===== src/rtl/avmm_arb_pkg.sv =====
// Shared types and default sizes for the Avalon-MM data-port arbiter.
package avmm_arb_pkg;

  typedef enum logic [1:0] {IDLE, CMD, RDATA} state_e;
  typedef enum logic {REQ_IF = 1'b0, REQ_LS = 1'b1} req_e;

  localparam int unsigned ADDR_W_DEF    = 19;
  localparam int unsigned DATA_W_DEF    = 32;
  localparam int unsigned BURST_W_DEF   = 4;
  localparam int unsigned MAX_BURST_DEF = 8;

endpackage


===== src/rtl/rr_arbiter_2.sv =====
// Two-way round-robin grant decision; remembers the last winner.
module rr_arbiter_2
  import avmm_arb_pkg::*;
(
  input  logic clk_i,
  input  logic rst_i,
  input  logic req_if_i,
  input  logic req_ls_i,
  input  logic take_i,
  output req_e gnt_o,
  output logic any_o
);

  req_e last_q, last_d;

  assign any_o = req_if_i | req_ls_i;

  always_comb begin
    gnt_o = REQ_IF;
    if (req_if_i && req_ls_i) begin
      gnt_o = (last_q == REQ_IF) ? REQ_LS : REQ_IF;
    end else if (req_ls_i) begin
      gnt_o = REQ_LS;
    end
    last_d = last_q;
    if (take_i && any_o) last_d = gnt_o;
  end

  // LS as the reset winner lets IF take the first tie.
  always_ff @(posedge clk_i) begin
    if (rst_i) last_q <= REQ_LS;
    else       last_q <= last_d;
  end

endmodule


===== src/rtl/avmm_data_arbiter.sv =====
// Shares the memory Avalon-MM data port between instruction fetch and load/store.
module avmm_data_arbiter
  import avmm_arb_pkg::*;
#(
  parameter int unsigned ADDR_W    = ADDR_W_DEF,
  parameter int unsigned DATA_W    = DATA_W_DEF,
  parameter int unsigned BURST_W   = BURST_W_DEF,
  parameter int unsigned MAX_BURST = MAX_BURST_DEF
) (
  input  logic               clock,
  input  logic               reset,
  input  logic [ADDR_W-1:0]  if_addr,
  input  logic               if_read,
  input  logic [BURST_W-1:0] if_burstcount,
  output logic [DATA_W-1:0]  if_readdata,
  output logic               if_readdatavalid,
  output logic               if_waitrequest,
  input  logic [ADDR_W-1:0]  ls_addr,
  input  logic               ls_read,
  input  logic               ls_write,
  input  logic [DATA_W-1:0]  ls_writedata,
  input  logic [BURST_W-1:0] ls_burstcount,
  output logic [DATA_W-1:0]  ls_readdata,
  output logic               ls_readdatavalid,
  output logic               ls_waitrequest,
  output logic [ADDR_W-1:0]  avmm_data_addr,
  output logic               avmm_data_read,
  output logic               avmm_data_write,
  output logic [DATA_W-1:0]  avmm_data_writedata,
  output logic [BURST_W-1:0] avmm_data_burstcount,
  input  logic [DATA_W-1:0]  avmm_data_readdata,
  input  logic               avmm_data_waitrequest,
  input  logic               avmm_data_readdatavalid,
  output logic               protocol_error
);

  state_e             state_q, state_d;
  req_e               owner_q, owner_d, gnt;
  logic [BURST_W-1:0] beats_q, beats_d;
  logic               perr_q, perr_d;
  logic               any_req, take;

  logic [BURST_W-1:0] g_bc, o_bc;
  logic [ADDR_W-1:0]  o_addr;
  logic               o_rd, o_wr;

  function automatic logic [BURST_W-1:0] eff_bc(input logic [BURST_W-1:0] bc);
    if (bc == '0) return BURST_W'(1);
    if (32'(bc) > MAX_BURST) return BURST_W'(MAX_BURST);
    return bc;
  endfunction

  rr_arbiter_2 u_rr (
    .clk_i   (clock),
    .rst_i   (reset),
    .req_if_i(if_read),
    .req_ls_i(ls_read | ls_write),
    .take_i  (take),
    .gnt_o   (gnt),
    .any_o   (any_req)
  );

  assign g_bc   = (gnt == REQ_IF) ? if_burstcount : ls_burstcount;
  assign o_bc   = (owner_q == REQ_IF) ? if_burstcount : ls_burstcount;
  assign o_addr = (owner_q == REQ_IF) ? if_addr : ls_addr;
  assign o_wr   = (owner_q == REQ_LS) & ls_write;
  // A simultaneous LS read+write is carried out as a write.
  assign o_rd   = ((owner_q == REQ_IF) ? if_read : ls_read) & ~o_wr;

  assign protocol_error = perr_q;

  always_comb begin
    state_d = state_q;
    owner_d = owner_q;
    beats_d = beats_q;
    perr_d  = perr_q;
    take    = 1'b0;
    avmm_data_addr       = '0;
    avmm_data_read       = 1'b0;
    avmm_data_write      = 1'b0;
    avmm_data_writedata  = '0;
    avmm_data_burstcount = '0;
    if_waitrequest       = 1'b1;
    ls_waitrequest       = 1'b1;
    if_readdatavalid     = 1'b0;
    ls_readdatavalid     = 1'b0;
    if_readdata          = avmm_data_readdata;
    ls_readdata          = avmm_data_readdata;
    unique case (state_q)
      IDLE: begin
        if (avmm_data_readdatavalid) perr_d = 1'b1;
        if (any_req) begin
          take    = 1'b1;
          owner_d = gnt;
          beats_d = eff_bc(g_bc);
          if (32'(g_bc) > MAX_BURST) perr_d = 1'b1;
          state_d = CMD;
        end
      end
      CMD: begin
        if (avmm_data_readdatavalid) perr_d = 1'b1;
        if (o_rd || o_wr) begin
          avmm_data_addr       = o_addr;
          avmm_data_read       = o_rd;
          avmm_data_write      = o_wr;
          avmm_data_writedata  = o_wr ? ls_writedata : '0;
          avmm_data_burstcount = eff_bc(o_bc);
          if (owner_q == REQ_IF) if_waitrequest = avmm_data_waitrequest;
          else                   ls_waitrequest = avmm_data_waitrequest;
          if (owner_q == REQ_LS && ls_read && ls_write) perr_d = 1'b1;
          if (!avmm_data_waitrequest) begin
            if (o_wr) begin
              beats_d = beats_q - BURST_W'(1);
              if (beats_q == BURST_W'(1)) state_d = IDLE;
            end else begin
              state_d = RDATA;
            end
          end
        end else begin
          state_d = IDLE;
        end
      end
      RDATA: begin
        if (avmm_data_readdatavalid) begin
          if (owner_q == REQ_IF) if_readdatavalid = 1'b1;
          else                   ls_readdatavalid = 1'b1;
          beats_d = beats_q - BURST_W'(1);
          if (beats_q == BURST_W'(1)) state_d = IDLE;
        end
      end
      default: state_d = IDLE;
    endcase
  end

  always_ff @(posedge clock) begin
    if (reset) begin
      state_q <= IDLE;
      owner_q <= REQ_IF;
      beats_q <= '0;
      perr_q  <= 1'b0;
    end else begin
      state_q <= state_d;
      owner_q <= owner_d;
      beats_q <= beats_d;
      perr_q  <= perr_d;
    end
  end

endmodule


===== config.mk =====
export PLATFORM = sky130hd
export DESIGN_NAME = avmm_data_arbiter
export DESIGN_NICKNAME = d
export VERILOG_FILES = /design/src/rtl/avmm_arb_pkg.sv /design/src/rtl/rr_arbiter_2.sv /design/src/rtl/avmm_data_arbiter.sv
export SDC_FILE = /design/constraint.sdc
export NUM_CORES = 1
export LEC_CHECK = 0
export CAP_MARGIN = 20
export CORE_AREA = 2 2 95 97
export DETAILED_ROUTE_END_ITERATION = 10
export DIE_AREA = 0 0 97 99
export GPL_TIMING_DRIVEN = 0
export PLACE_DENSITY_LB_ADDON = 0.12
export SYNTH_ARGS = -nofsm -noshare
export SYNTH_HDL_FRONTEND = slang
export SYNTH_SLANG_ARGS = --single-unit

===== constraint.sdc =====
create_clock -name clock -period 1.8 [get_ports clock]
set_input_delay 0.27 -clock clock [delete_from_list [all_inputs] [get_ports clock]]
set_output_delay 0.27 -clock clock [all_outputs]
set_load 0.05 [all_outputs]

After elaboration in Yosys (flattened, before gate mapping)
Index checks and enable logic that the tools add are counted.
- logic and storage cells: 108
- register bits: 9
- output and inout bits: 126
- bits of input ports: 117
- muxes and demuxes: 73
- reduce and logical (&&, ||, !) cells: 13
- $add $sub $neg: 1
- bitwise operators: 5
- magnitude comparators: 2
- eq/ne operators: 9
- operator list (operator ; count):
    two-way mux 32 bit ; 3
    two-way mux 4 bit ; 17
    two-way mux 19 bit ; 3
    two-way mux 1 bit ; 41
    two-way mux 2 bit ; 6
    one-hot mux 4 bit (3 select lines) ; 1
    > comparator 4 bit, second input constant ; 2
    zero test 4 bit ; 2
    != test 2 bit, second input constant ; 4
    one-hot mux 2 bit (3 select lines) ; 1
    AND reduction 6 bit ; 1
    == test 4 x 1 -> 1 bit, second input constant ; 1
    logical AND 1 bit ; 4
    subtractor 4 x 1 -> 4 bit, second input constant ; 1
    != test 3 bit, second input constant ; 1
    AND reduction 3 bit ; 1
    nonzero test 3 bit ; 1
    bitwise AND 1 bit ; 2
    == test 2 x 1 -> 1 bit, second input constant ; 1
    == test 2 bit, second input constant ; 1
    zero test 2 bit ; 1
    != test 2 x 1 -> 1 bit, second input constant ; 1
    OR 1 bit ; 2
    one-hot mux 1 bit (2 select lines) ; 1
    other kinds (4) ; 4

Longest topological paths before layout
Gate-level depths: netlist of the first run.
- depth after elaboration: 15
- gate-level depth with buffers: 7
- mapped depth without buffers: 6

By module
A second synthesis of the first run with hierarchy kept.
- cells, all modules: 251
- area total of the unflattened synthesis: 1840.5 sq um
- by module, submodules not included (module ; sequential area each (sq um) ; area each (sq um) ; cells each ; times used):
    avmm_data_arbiter ; 160.2 ; 1784.2 ; 245 ; 1
    rr_arbiter_2 ; 20.0 ; 56.3 ; 6 ; 1

Worst setup path before layout of the first run
No wires, ideal clock.
- path kind: flip-flop to output port
- from: reg state_q[1]
- to: out avmm_data_writedata[22]
- setup slack: -0.559 ns
- required time: 1.530 ns
- path buffers: 3
- arrival time: 2.089 ns
- cell stages (with the launch flop): 8
- cells stage by stage: dfxtp_1 > inv_1 > ha_1 > buf_4 > and3_1 > clkbuf_1 > clkbuf_1 > and2_1
- longest elaborated chain between the ends: 2
- RTL lines (element ; RTL line ; RTL):
    start: declaration ; avmm_data_arbiter.sv:37 ; state_e state_q, state_d;
    start signal: assignment ; avmm_data_arbiter.sv:142 ; state_q <= state_d;
    == test 2 x 1 -> 1 bit ; avmm_data_arbiter.sv:89 ; unique case (state_q)
    two-way mux 32 bit ; avmm_data_arbiter.sv:89 ;
    end: declaration ; avmm_data_arbiter.sv:29 ; output logic [DATA_W-1:0] avmm_data_writedata,
No other way between the ends.

Final worst setup path of the first run
- from: reg state_q[1]
- to: out avmm_data_writedata[7]
The elaborated chain is that of the path after synthesis.

==> results of run 1 <==
-- final timing paths --
kind              cells after the start                  endpoint               startpoint  slack (ps)
setup / recovery                      7    avmm_data_writedata[7]  state_q[1]$_SDFFE_PP0P_         -60
hold / removal                        4  u_rr.last_q$_SDFFE_PP1P_                  if_read         490
setup reg to reg                      9   beats_q[0]$_SDFFE_PP0P_  state_q[1]$_SDFFE_PP0P_          30
hold reg to reg                       2   state_q[0]$_SDFFE_PP0P_  state_q[0]$_SDFFE_PP0P_         520
-- through the flow --
step / utilization, % / area, um^2
detailed placement: 48.5 / 4150
CTS: 54.8 / 4690
finish: 56.8 / 4850
floorplan: - / 1930
global placement: 48.5 / 4150
global route: 56.8 / 4850
-- cells by family after synthesis --
| family | synth area share (%) |
|---|---|
| AND/OR/NAND/NOR | 26.7 |
| buffers and inverters | 30.4 |
| AO/OA/AOI/OAI | 15.5 |
| multiplexers | 13.8 |
| flip-flops | 9.59 |
| adder cells (fa/ha/maj) | 3.99 |
-- area by class of cell --
class / count / area (um^2) / area share (%)
repair buffers: 225 / 2440 / 50.3
multi-input cells: 159 / 1410 / 29.0
plain buffers: 75 / 606 / 12.5
flip-flops and latches: 9 / 189 / 3.89
well taps: 108 / 135 / 2.78
clock buffers: 4 / 45.0 / 0.928
inverters: 8 / 30.0 / 0.619
-- worst max-delay path, stage by stage (launching register included) --
cell and delay (ps):
dfxtp_2 320, inv_2 70, ha_4 130, buf_6 120
and3_4 290, buf_8 130, and2_4 150, buf_8 140
-- synthesized netlist by cell type, types with 2 or more instances --
| cell type | n | area (um^2) |
|---|---|---|
| o21ba_2 | 2 | 20.0 |
| ha_1 | 6 | 75.1 |
| o31ai_1 | 4 | 30.0 |
| and2_1 | 33 | 206 |
| inv_1 | 7 | 26.3 |
| nor3_1 | 4 | 20.0 |
| clkbuf_1 | 4 | 15.0 |
| mux2i_1 | 26 | 260 |
| o21ai_0 | 3 | 15.0 |
| a32o_1 | 2 | 20.0 |
| nor2_1 | 30 | 113 |
| nand2_1 | 6 | 22.5 |
| nand2b_1 | 3 | 18.8 |
| and3_1 | 3 | 18.8 |
| a211oi_1 | 3 | 22.5 |
| a21oi_1 | 4 | 20.0 |
| buf_4 | 66 | 495 |
| nor2b_1 | 4 | 25.0 |
| dfxtp_1 | 9 | 180 |
| o2111ai_1 | 3 | 26.3 |
| buf_2 | 6 | 30.0 |
| nand4b_1 | 3 | 26.3 |
| o21ai_1 | 3 | 15.0 |
-- power breakdown --
part	total (mW)	internal, mW	switching (mW)
combinational	2.19	1.01	1.18
clock	0.239	0.155	0.0846
sequential	0.296	0.251	0.0453
total	2.73	1.42	1.31
-- cells in the final DEF (no fill, tap or decap), types with 3 or more instances in the layout --
master           instances
inv_1                    6
buf_8                   46
nor2_1                  10
nor2_4                  12
o31ai_1                  4
nand2_1                  6
nor3_1                   4
nor2_2                   8
nand2b_1                 3
buf_6                   23
and2_1                   4
a211oi_1                 3
mux2i_2                  6
nand4b_1                 3
clkdlybuf4s50_1        145
o21ai_0                  3
dfxtp_1                  6
o2111ai_1                3
ha_1                     3
a21oi_1                  4
buf_4                   79
clkbuf_8                 3
mux2i_1                 20
buf_2                    3
and2_4                  29
nor2b_1                  3
-- per-layer routing --
layer  up-vias  share of wire (%)  GRT usage, %
li1       1243                  -             -
met1      1114                 36          19.1
met2       115                 54          34.2
met3         6                9.4          6.10
met4         0               0.82          3.36
met5         -                  0             0
-- flip-flops by register name (all words and copies together), names as in the netlist --
register,count
owner_q,1
protocol_error,1
beats_q,4
u_rr.last_q,1
state_q,2
-- what timing repair did --
| item | CTS | global route |
|---|---|---|
| resized for setup | 531 | 46 |
| pin swaps | 38 | 9 |
| gates cloned | 7 | 0 |
| setup endpoints to repair | 64 | 63 |
| setup buffers | 6 | 5 |
==> qor.yml, run 1 <==
status: "finished with violations"
violations: "negative setup slack"
max_freq_mhz: 539
detailedPlacementHpwl_um: 7380
syn-num-nets: 374
clock_skew_ps: 2.99
cts_hold_buf: 0
ir_drop_uv: 333
nNetsFinal: 604
wire_per_inst_um: 15.6
rows: 34
ant_nets: 0
via_per_inst: 4.21
critPathLaunchType: "flip-flop"
core_area_um2: 8550
hold_path_class: "primary input to flip-flop"
rsz0062_at_grt: "yes"
total_power_mw: 2.73
path_class: "flip-flop to primary output"
drv_slew: 0
drv_cap: 0
antenna_cells: 0
ys_types: 40
tightestPinTransition_ps: 557
clk_latency_ps: 230
placed_cells: 567
yosys_warnings: 0
first_global_vias: 2662
io_buffers: 208
ctsLongestPathBuffers: 2
first_iter_violations: 19
clk_pin_slew_ps: 50
clk_root_buffer_cell: "clkbuf_8"
holdWs_ps: 488
power_leakage_nw: 2.09
wl_um: 9200
hold_viol_final: 0
overflow: 0
ys.flop_type: "dfxtp_1"
ys_seq_elements: 9
fillers: 786
fin_crit_sh_pct: 103
finalNonFillerCells: 588
fin_ws_ps: -56.9
area.growth.synth_to_final_pct: 158
post_synth.cell_area_avg_um2: 7.49
required_ps: 1530
syn_inst: 251
clock_sinks: 9
grt_pass1_wl_um: 13900
grt_max_degree: 11
slew_headroom_pct: 62.8
fp.dieW_um: 97
dr.pass1.iters: 4
die-height_um: 99
die_area_um2: 9600
drc_errors: 0
start_util_pct: 22.0
drive_above_1_share_pct: 48.8
cts_tree: "yes"
cts_buffers: 3
synth-edff-count: 0
dp_slack_ps: -1100
via_count: 2478
gp_congestion: 0.814
fin_tns_setup_ps: -2020
seq_area_frac_synth_pct: 9.59
synth_area_um2: 1880
grt_antenna_before_repair: 0
crit_fanout: 6
htreeDepth: 1
setup-violations-final: 49
cellPowerDensity_nw_per_um2: 562
period_minus_slack_ps: 1860
grt.total_usage_pct: 17.9
synthArstFlopShare_pct: 0
worstSetupEndpointType: "primary output"
cp_data_arrival_time_ps: 1590
ios: 243
Power figures use the tool's default switching activity.
==> inputs of run 2 (changes only) <==
Settings changed: CORE_AREA 2 2 95 97 to default, CORE_ASPECT_RATIO from default to 2, CORE_MARGIN from default to 8, CORE_UTILIZATION from default to 24, DIE_AREA 0 0 97 99 to default.
==> qor.yml, run 2 (synthesis gave the netlist of run 1 again) <==
status: "finished with violations"
violations: "negative setup slack"
multi_input_area_um2: 1380  # -2.0%
timing.rr.start: "state_q[1]$_SDFFE_PP0P_"
post_dp_cell_area_um2: 4130  # -0.42%
cp_data_arrival_time_ps: 1590  # about the same
overflow: 0  # unchanged
clk_latency_ps: 240  # about the same
clock_skew_ps: 3.06  # +0.0680 ps
path_class: "flip-flop to primary output"
via_count: 2615  # +5.5%
gp_congestion: 0.830  # +1.9%
detailedPlacementHpwl_um: 9040  # +22%
holdWs_ps: 493  # +5.18 ps
rsz0062_at_grt: "yes"
area.growth.synth_to_final_pct: 156
rows: 45  # +32%
critical_path.startpoint: "owner_q$_SDFFE_PP0P_"
regArea_um2: 189  # unchanged
final_cell_mix: "clkdlybuf4s50_1 (144), buf_4 (77), buf_8 (38)"
drv_cap: 0  # unchanged
finalNonFillerCells: 572  # -2.7%
period_minus_slack_ps: 1860  # +4.88 ps
final_area_um2: 4800  # -1.1%
antenna_cells: 0  # unchanged
wl_um: 10900  # +18%
grt_max_degree: 11  # unchanged
max_freq_mhz: 537  # -0.26%
wire_per_inst_um: 19.0  # +21%
largest_reg_flops: 4  # unchanged
worstSetupEndpointType: "primary output"
ctsLongestPathBuffers: 2  # unchanged
io_buffers: 208  # unchanged
drv_slew: 0  # unchanged
hold_depth: 4  # unchanged
tightestPinTransition_ps: 531  # -25.7 ps
fillers: 629  # -20%
hold_path_class: "primary input to flip-flop"
slew_headroom_pct: 64.5  # +1.7 points
placed_cells: 553  # -2.5%
ant_nets: 0  # unchanged
nNetsFinal: 602  # -0.33%
grt_antenna_before_repair: 0  # unchanged
fin_crit_sh_pct: 103  # +0.27 points
htreeDepth: 1  # unchanged
drive_above_1_share_pct: 48.1  # -0.63 points
largest-register: "beats_q"
first_iter_violations: 50  # +31
clk_root_buffer_cell: "clkbuf_16"
total_power_mw: 2.84  # +4.2%
dr.pass1.iters: 4  # unchanged
required_ps: 1530  # about the same
via_per_inst: 4.57  # +8.5%
drc_errors: 0  # unchanged
ios: 243  # unchanged
crit_fanout: 10  # +4
clk_pin_slew_ps: 40  # about the same
power_leakage_nw: 2.09  # about the same
reg.largest.list: "beats_q x4, state_q x2"
grt_pass1_wl_um: 15400  # +11%
clock_sinks: 9  # unchanged
worstHoldStart: "if_read"
start_util_pct: 24.7  # +2.7 points
cts_buffers: 3  # unchanged
fin_ws_ps: -61.8  # -4.88 ps
die-height_um: 141  # +43%
cellPowerDensity_nw_per_um2: 592  # +5.3%
fp.dieW_um: 78.6  # -19%
grt.total_usage_pct: 17.6  # -0.28 points
dp_slack_ps: -1150  # -53.6 ps
critPathLaunchType: "flip-flop"
first_global_vias: 2719  # +2.1%
cts_tree: "yes"
setup-violations-final: 45  # -8.2%
core_area_um2: 7600  # -11%
die_area_um2: 11100  # +15%
r2r_cells: 8  # -1
hold_viol_final: 0  # unchanged
ir_drop_uv: 546  # +64%
cts_hold_buf: 0  # unchanged
final_common_cell: "clkdlybuf4s50_1"
[run 2: worst paths after layout]
| kind | end | slack [ps] |
|---|---|---|
| worst max-delay path | avmm_data_addr[7] | -60 |
| worst max register to register | beats_q[3]$_SDFFE_PP0P_ | 0 |
| worst min register to register | beats_q[1]$_SDFFE_PP0P_ | 530 |
| worst min-delay path | u_rr.last_q$_SDFFE_PP1P_ | 490 |
[run 2: per-stage QoR]
step	util [%]	setup TNS, ps
after global placement	54.4	-55330
after global routing	63.2	-3900
final	63.2	-1010
after CTS	60.2	-1130
after floorplan	-	-2320
after detailed placement	54.4	-57030
[run 2: layout make-up]
class	count	share of cell area, %
clock buffers	4	1.64
well taps	94	2.45
repair buffers	223	50.3
inverters	8	0.625
flip-flops and latches	9	3.93
multi-input cells	159	28.7
plain buffers	75	12.4
[run 2: power by group]
part           internal, mW  total (mW)  switching [mW]
Sequential            0.251       0.299          0.0483
Combinational         0.960        2.14            1.18
Clock                 0.297       0.398           0.102
Total                  1.51        2.84            1.33
[run 2: routing by layer]
metal	up-vias	part of all wire, %	wire length, um	track usage (%)
met1	1197	31	3390	16.0
met5	-	0	0	0
met4	0	1.6	172	3.24
li1	1242	-	-	-
met3	18	9.2	1000	5.35
met2	158	58	6300	35.8
[run 2: critical path: stages, from the launching register on]
cell and delay, ps:
dfxtp_4 340, buf_4 180, buf_4 240, mux2i_1 350
nor2_4 90, buf_8 160
[run 2: what timing repair did]
item / 4_1_cts / 5_1_grt
cloned: 4 / 2
gates resized for setup: 491 / 62
setup endpoints to repair: 65 / 63
buffers inserted: 7 / 3
pin swaps: 18 / 20
endpoints found under the hold margin: 0 / 0
